===== config.mk =====
export PLATFORM = sky130hd
export DESIGN_NAME = matrix_tile_loader_4x4x16_flat
export DESIGN_NICKNAME = d
export VERILOG_FILES = /design/src/rtl/matrix_tile_loader_4x4x16_if.sv /design/src/rtl/matrix_tile_loader_4x4x16.sv /design/src/flat_wrapper.sv
export SDC_FILE = /design/constraint.sdc
export NUM_CORES = 1
export LEC_CHECK = 0
export BUFFER_PORTS_ARGS = -buffer_cell sky130_fd_sc_hd__buf_2
export CAP_MARGIN = 30
export CORE_MARGIN = 4
export CORE_UTILIZATION = 48
export CTS_CLUSTER_DIAMETER = 50
export DETAILED_ROUTE_END_ITERATION = 16
export PLACE_DENSITY = 0.89
export SYNTH_ARGS = -nofsm -noshare
export SYNTH_HDL_FRONTEND = slang
export SYNTH_SLANG_ARGS = --single-unit

===== constraint.sdc =====
create_clock -name clk -period 16.5 [get_ports clk]
set_input_delay 2.475 -clock clk [delete_from_list [all_inputs] [get_ports clk]]
set_output_delay 2.475 -clock clk [all_outputs]
set_load 0.02 [all_outputs]

===== src/rtl/matrix_tile_loader_4x4x16_if.sv =====
// Element stream handshake between producer and tile loader.
interface matrix_tile_loader_4x4x16_if;
    logic               in_valid;
    logic               in_ready;
    logic signed [15:0] in_data;

    modport master (output in_valid, output in_data, input in_ready);
    modport slave  (input in_valid, input in_data, output in_ready);
endinterface


===== src/rtl/matrix_tile_loader_4x4x16.sv =====
// Tile loader for the 4x4x4x16 matrix unit: assembles a weight tile and an
// activation tile from a row-major element stream, then holds mm_enable for
// MM_LATENCY cycles and pulses tile_done. Weight tiles may be reused.
module matrix_tile_loader_4x4x16 #(
    parameter int unsigned MM_LATENCY = 2,
    parameter int unsigned CNT_W      = 4
) (
    input  logic                         clk,
    input  logic                         reset,
    matrix_tile_loader_4x4x16_if.slave   bus,
    input  logic                         keep_weights,
    input  logic                         abort,
    output logic signed [15:0]           activations [0:3][0:3],
    output logic signed [15:0]           weights     [0:3][0:3],
    output logic                         mm_enable,
    output logic                         tile_done,
    output logic [1:0]                   load_phase
);

    localparam int unsigned IDX_W = 4;

    localparam logic [1:0] LOAD_W = 2'd0;
    localparam logic [1:0] LOAD_A = 2'd1;
    localparam logic [1:0] RUN    = 2'd2;

    localparam logic [IDX_W-1:0] LAST_IDX = IDX_W'(15);
    localparam logic [CNT_W-1:0] LAST_RUN = CNT_W'(MM_LATENCY - 1);

    logic [1:0]       state, state_n;
    logic [IDX_W-1:0] elem_idx, elem_idx_n;
    logic [CNT_W-1:0] run_cnt, run_cnt_n;
    logic             mm_enable_n;
    logic             tile_done_n;
    logic             xfer_c;
    logic             wr_w_c;
    logic             wr_a_c;

    // Ready depends only on state, abort and reset so it never loops back through in_valid.
    assign bus.in_ready = ((state == LOAD_W) || (state == LOAD_A)) && !abort && !reset;
    assign xfer_c       = bus.in_valid && bus.in_ready;
    assign load_phase   = state;

    // Next-state, index/counter update and tile write strobes.
    always_comb begin
        state_n     = state;
        elem_idx_n  = elem_idx;
        run_cnt_n   = run_cnt;
        mm_enable_n = 1'b0;
        tile_done_n = 1'b0;
        wr_w_c      = 1'b0;
        wr_a_c      = 1'b0;
        case (state)
            LOAD_W: begin
                if (abort) begin
                    state_n    = LOAD_W;
                    elem_idx_n = '0;
                end else if (xfer_c) begin
                    wr_w_c = 1'b1;
                    if (elem_idx == LAST_IDX) begin
                        elem_idx_n = '0;
                        state_n    = LOAD_A;
                    end else begin
                        elem_idx_n = elem_idx + IDX_W'(1);
                    end
                end
            end
            LOAD_A: begin
                if (abort) begin
                    state_n    = LOAD_W;
                    elem_idx_n = '0;
                end else if (xfer_c) begin
                    wr_a_c = 1'b1;
                    if (elem_idx == LAST_IDX) begin
                        elem_idx_n  = '0;
                        run_cnt_n   = '0;
                        state_n     = RUN;
                        mm_enable_n = 1'b1;
                    end else begin
                        elem_idx_n = elem_idx + IDX_W'(1);
                    end
                end
            end
            RUN: begin
                // abort is deliberately ignored here; a started tile always completes.
                if (run_cnt == LAST_RUN) begin
                    run_cnt_n   = '0;
                    tile_done_n = 1'b1;
                    state_n     = keep_weights ? LOAD_A : LOAD_W;
                end else begin
                    run_cnt_n   = run_cnt + CNT_W'(1);
                    mm_enable_n = 1'b1;
                end
            end
            default: begin
                state_n    = LOAD_W;
                elem_idx_n = '0;
                run_cnt_n  = '0;
            end
        endcase
    end

    // Control state registers.
    always_ff @(posedge clk or posedge reset) begin
        if (reset) begin
            state     <= LOAD_W;
            elem_idx  <= '0;
            run_cnt   <= '0;
            mm_enable <= 1'b0;
            tile_done <= 1'b0;
        end else begin
            state     <= state_n;
            elem_idx  <= elem_idx_n;
            run_cnt   <= run_cnt_n;
            mm_enable <= mm_enable_n;
            tile_done <= tile_done_n;
        end
    end

    // Tile storage; writes land row-major at [idx/4][idx%4], data passes bit-exact.
    always_ff @(posedge clk or posedge reset) begin
        if (reset) begin
            for (int r = 0; r < 4; r++) begin
                for (int c = 0; c < 4; c++) begin
                    weights[r][c]     <= '0;
                    activations[r][c] <= '0;
                end
            end
        end else begin
            if (wr_w_c) begin
                weights[elem_idx[3:2]][elem_idx[1:0]] <= bus.in_data;
            end
            if (wr_a_c) begin
                activations[elem_idx[3:2]][elem_idx[1:0]] <= bus.in_data;
            end
        end
    end

endmodule


===== src/flat_wrapper.sv =====
// flat-port wrapper written by rule: the top's interface ports become plain ports
module matrix_tile_loader_4x4x16_flat 
#(
    parameter int unsigned MM_LATENCY = 2,
    parameter int unsigned CNT_W      = 4
)
  (clk, reset, keep_weights, abort, activations, weights, mm_enable, tile_done, load_phase, bus_in_valid, bus_in_data, bus_in_ready);
  matrix_tile_loader_4x4x16_if bus_i ();
  input  logic clk;
  input  logic reset;
  input  logic keep_weights;
  input  logic abort;
  output logic signed [15:0] activations[0:3][0:3];
  output logic signed [15:0] weights[0:3][0:3];
  output logic mm_enable;
  output logic tile_done;
  output logic [1:0] load_phase;
  input wire logic [$bits(bus_i.in_valid)-1:0] bus_in_valid;
  input wire logic [$bits(bus_i.in_data)-1:0] bus_in_data;
  output wire logic [$bits(bus_i.in_ready)-1:0] bus_in_ready;
  assign bus_i.in_valid = bus_in_valid;
  assign bus_i.in_data = bus_in_data;
  assign bus_in_ready = bus_i.in_ready;
  matrix_tile_loader_4x4x16 #(.MM_LATENCY(MM_LATENCY), .CNT_W(CNT_W)) u_core (.clk(clk), .reset(reset), .bus(bus_i), .keep_weights(keep_weights), .abort(abort), .activations(activations), .weights(weights), .mm_enable(mm_enable), .tile_done(tile_done), .load_phase(load_phase));
endmodule

==> results.cfg, run 1 <==
[place]
hpwlAfterDp_microns = 41200
gp_congestion = 0.868
io_buffer_count = 537

[synthesis]
yosysSeqAreaShare_pct = 64.7
ys.flop_type = dfrtp_1
syn-num-nets = 1266
syn_avg_cell_area_sq_um = 16.4
synth_cell_types = 37
synth-async-reset-ratio_pct = 100
netlist_area_sq_um = 20300
synth_cells = 1235
synth_area_leaders = dfrtp_1 (65%), mux2_2 (26%), mux2_4 (3.2%)
synth_enable_flop_cells = 0
synth-warning-count = 0
synth_top_area_share_pct = 64.7
ys_seq_elements = 524
yosys.area.top_type = dfrtp_1

[routing]
route.detailed.drc = 0
wirelength_microns = 60800
drtIter0Drc = 921
vias = 13000
wl_per_cell_microns = 26.0
first_pass_iters = 4
antenna_left = 0
via_per_inst = 5.53

[global_route]
grt_usage_pct = 26.0
grt_max_degree = 185
antenna_found_initial = 0
overflow = 0
grt_first_pass_wirelength_microns = 89500
grt_pass1_vias = 14100

[setup_path]
r2r_cells = 6
slowest_stage = o21bai_1
r2r_start = u_core.load_phase[1]
cp_max_fo = 7
r2r_slack_ns = 13.75
cp-endpoint = bus_in_ready
start_kind = primary input
arrival_ns = 3.19
cp_common_cell = buf_2
max_stage_delay_ns = 0.25
critPathCaptureType = primary output
required_ns = 14.03
worstPathCellList = buf_2, o21bai_1, nor2_1, buf_2
reg2reg_to = u_core.activations[253]
setup.worst_path.class = primary input to primary output
cp-startpoint = abort

[status]
status = finished clean

[floorplan]
initial_core_util_pct = 49.0
dieWidth_microns = 213
ioPinCount = 538
chipHeight_microns = 213
rows = 74
dieArea_sq_um = 45500
core_area_sq_um = 41300

[sta]
hold_viol_final = 0
fin_tns_setup_ns = 0
drv_slew = 0
setup_viol_count_final = 0
hold_slack_ns = 0.499
fin_crit_sh_pct = 34.4
worst_slew_margin_rel_pct = 31.5
rsz0062_at_grt = false
fin_skew_ns = 0.0271
min_period_ns = 5.67
fmax_ghz = 0.176
tightestPinTransition_ns = 1.03

[power]
p_leak_nw = 14.5
combPwrFrac_pct = 12.9
peakVddDrop_mv = 0.0981
power.internal_mw = 2.20
powerDensity_nw_per_um2 = 117
switching_share_pct = 26.5
seqPwrFrac_pct = 47.1
power_frac_clock_pct = 40.1
switching_power_mw = 0.793

[clocking]
cts.sinks = 524
post_cts_resized = 0
clock_latency_ns = 0.59
cts_tree = done
h-tree-depth = 2
clk_pin_slew_ns = 0.05
clock_path_buffers = 3
hold_buffers = 0
cts_buffers = 52
root_buffer = clkbuf_16
post_cts_buffers = 0

[finish]
finalNetCount = 1801
register_area_sq_um = 13100
drive_gt1_share_pct = 66.4
fillCellCount = 2915
final_core_util_pct = 61.8
multi_input_area_sq_um = 6670
syn_to_final_growth_pct = 26.0

[min_path]
hold_class = register to register

[flow_run]
maxCapViolCount = 0
per-layer routing:
| metal | track usage [%] | vias to the layer above | routed length (microns) | share of wire (%) |
|---|---|---|---|---|
| met4 | 9.42 | 0 | 2200 | 3.6 |
| met5 | 0 | - | 0 | 0 |
| met1 | 32.6 | 6827 | 23600 | 39 |
| met3 | 6.47 | 144 | 4690 | 7.7 |
| met2 | 44.2 | 597 | 30300 | 50 |
| li1 | - | 5386 | - | - |
stage by stage:
stage	setup WS (ns)	std cells	instance area (sq um)	power, mW
after floorplan	6.90	1235	20300	1.66
after global placement	10.60	2220	23200	1.79
after detailed placement	10.76	2237	23500	1.81
after CTS	10.86	2330	25300	3.01
after global routing	10.77	2341	25500	3.11
final	10.83	2342	25500	3.00
Yosys cell counts, drive strengths merged, types with 4 or more instances:
library cell  instances
dfrtp               524
mux2                513
clkbuf               49
buf                  42
nor2                 28
nand2                11
ha                   10
nand3                 7
o21ai                 7
inv                   6
nor3                  5
or3                   5
nand2b                4
nor2b                 4
how the worst min path moves through the flow:
| stage | to | slack [ns] | startpoint | cells after the start |
|---|---|---|---|---|
| global placement | u_core.tile_done | 0.48 | u_core.run_cnt[2] | 1 |
| detailed placement | u_core.activations[13] | 0.49 | u_core.activations[13] | 1 |
| global route | u_core.weights[46] | 0.51 | u_core.weights[46] | 1 |
| CTS | u_core.activations[13] | 0.50 | u_core.activations[13] | 1 |
| floorplan | u_core.tile_done | 0.45 | u_core.run_cnt[2] | 1 |
| finish | u_core.weights[170] | 0.50 | u_core.weights[170] | 1 |
placed cells by master, fill, tap and decap left out, types with 10 or more instances in the layout:
master and n:
mux2_2 470, clkbuf_16 54, dfrtp_1 524, mux2_4 43, clkinv_2 10, buf_2 537
clkbuf_1 12, buf_16 10, buf_8 18, nor2_2 23, ha_1 10
flip-flops by register name, indices dropped and copies added (netlist names):
name	count
u_core.mm_enable	1
u_core.load_phase	2
u_core.elem_idx	4
u_core.run_cnt	4
u_core.tile_done	1
u_core.weights	256
u_core.activations	256
power groups by stage:
stage	registers (mW)	clock network [mW]	logic [mW]
2_1_floorplan	1.52	0	0.141
3_3_place_gp	1.42	0	0.367
3_5_place_dp	1.43	0	0.382
4_1_cts	1.41	1.22	0.384
5_1_grt	1.42	1.28	0.412
6_report	1.41	1.20	0.386
critical path: cells and delay by family:
kind                   cells  cell delay [ns]
AO/OA/AOI/OAI              1             0.25
AND/OR/NAND/NOR            1             0.15
buffers and inverters      2             0.32
area by class of cell:
class,instances,share of cell area [%]
flip-flops and latches,524,51.4
multi-input cells,614,26.1
repair buffers,572,12.9
clock buffers,75,5.96
well taps,532,2.61
clock inverters,18,0.873
inverters,6,0.103
diodes,1,0.00981
cells by family after synthesis:
kind of cell	synth area share, %
AND/OR/NAND/NOR	2.19
adder cells (fa/ha/maj)	0.618
AO/OA/AOI/OAI	0.618
flip-flops	64.7
buffers and inverters	2.46
multiplexers	29.4
No activity file was read; power rests on OpenSTA's default activity.
==> inputs of run 2 (changes only) <==
Clock period 16.5 ns to 4.66 ns, I/O delays scaled along.
==> run 2 against run 1 <==
  * First-iteration DRC count is 3.4% lower
  * Setup slack got worse by 8.9 ns
  * Via count is 0.95% higher
  * Flip-flop and latch count stayed put
  * Sequential share of layout area up 0.38 points
  * Register-to-register slack worse by 12 ns
  * Critical path depth rose by 2
  * Total power rose to 3.5 times the previous value
  * Largest power group unchanged
  * Highest routed layer unchanged
==> results.cfg, run 2 (synthesis results as in run 1) <==
[clocking]
clock_path_buffers = 3
post_cts_buffers = 0
cts_buffers = 52
cts.sinks = 524
cts_tree = done
post_cts_resized = 0
root_buffer = clkbuf_16
h-tree-depth = 2
clk_pin_slew_ns = 0.06
clock_latency_ns = 0.58
hold_buffers = 0

[place]
hpwlAfterDp_microns = 41700
dpl.cell_count = 2241
gp_congestion = 0.816
io_buffer_count = 537

[sta]
fin_crit_sh_pct = 59.4
min_period_ns = 2.77
fin_skew_ns = 0.0181
hold_slack_ns = 0.348
setup_viol_count_final = 0
hold_viol_final = 0
tightestPinTransition_ns = 1.03
drv_slew = 0
fmax_ghz = 0.361
worst_slew_margin_rel_pct = 31.2
rsz0062_at_grt = false

[setup_path]
r2r_slack_ns = 1.89
required_ns = 5.12
worstPathCellList = inv_1, ha_1, nor2b_1, nand3_1, nor2_2, mux2_2
cp_max_fo = 16
reg2reg_to = u_core.activations[149]
slowest_stage = nor2_2
setup.worst_path.class = register to register
critPathCaptureType = register
arrival_ns = 3.23
start_kind = register
r2r_start = u_core.load_phase[1]
r2r_cells = 6
crit_family = simple AND/OR/NAND/NOR gates
max_stage_delay_ns = 0.87
cp_num_buf_inv = 1
cp_num_cells = 6

[global_route]
overflow = 0
grt_usage_pct = 26.1
antenna_found_initial = 2
grt_first_pass_wirelength_microns = 88900
grt_pass1_vias = 14000
grt_max_degree = 134

[flow_run]
maxCapViolCount = 0

[routing]
drtIter0Drc = 890
via_per_inst = 5.58
wirelength_microns = 61500
route.detailed.drc = 0
vias = 13100
antenna_left = 0
wl_per_cell_microns = 26.3
first_pass_iters = 4

[finish]
antenna_cells = 0
final_cell_mix = buf_2 (537), dfrtp_1 (524), mux2_2 (470)
finalNetCount = 1804
final_common_cell = buf_2
instances_no_fill = 2344
reg.largest.list = u_core.activations x256, u_core.weights x256
drive_gt1_share_pct = 66.4
syn_to_final_growth_pct = 25.1

[power]
peakVddDrop_mv = 0.406
p_leak_nw = 14.4
powerDensity_nw_per_um2 = 410

[min_path]
hold_class = primary input to async pin

[floorplan]
dieArea_sq_um = 45500
chipHeight_microns = 213
core_area_sq_um = 41300
dieWidth_microns = 213
rows = 74
initial_core_util_pct = 49.0
ioPinCount = 538

[status]
status = finished clean
## run 2: changes by cell type in the layout (fill, tap and decap cells not counted)
cell | previous run | this run
clkinv_2 | 10 | 8
clkinvlp_4 | 1 | 5
buf_4 | 6 | 15
clkbuf_1 | 12 | 14
diode_2 | 1 | 0
bufinv_16 | 4 | 1
clkbuf_8 | 9 | 6
clkinv_4 | 1 | 2
clkinv_8 | 2 | 0
inv_6 | 0 | 4
buf_12 | 1 | 2
clkbuf_16 | 54 | 53
buf_16 | 10 | 6
buf_8 | 18 | 15
## run 2: cell type report
type	instances	area, sq um
tap	532	666
sequential	524	13100
clock inverter	20	164
clock buffer	73	1460
multi-input combinational	614	6670
inverter	6	26.3
fill	2881	16000
timing repair buffer	575	3230
## run 2: how the worst max path moves through the flow
stage,startpoint,endpoint
2_1_floorplan,reset,u_core.activations[0]
3_3_place_gp,reset,u_core.weights[57]
3_5_place_dp,reset,u_core.activations[84]
4_1_cts,u_core.load_phase[1],u_core.activations[94]
5_1_grt,u_core.load_phase[1],u_core.activations[147]
6_report,u_core.load_phase[1],u_core.activations[149]
## run 2: power breakdown
group,internal [mW],total (mW),switching [mW]
Combinational,0.482,1.38,0.895
Sequential,4.82,4.98,0.160
Clock,2.25,4.02,1.76
## run 2: metal layers
metal | routed length [microns] | global-route usage (%)
met4 | 2030 | 9.67
met3 | 5340 | 8.00
met1 | 23100 | 31.5
met5 | 0 | 0
met2 | 31100 | 44.5
## run 2: stage by stage
step	total power [mW]	utilization, %	setup TNS [ns]	cell area, sq um	setup slack, ns
2_1_floorplan	5.88	-	-1655.41	20300	-3.16
3_3_place_gp	6.37	56.5	0	23300	1.59
3_5_place_dp	6.43	56.9	0	23500	1.51
4_1_cts	10.4	60.8	0	25100	1.80
5_1_grt	10.7	61.3	0	25300	1.76
6_report	10.4	61.3	0	25300	1.89
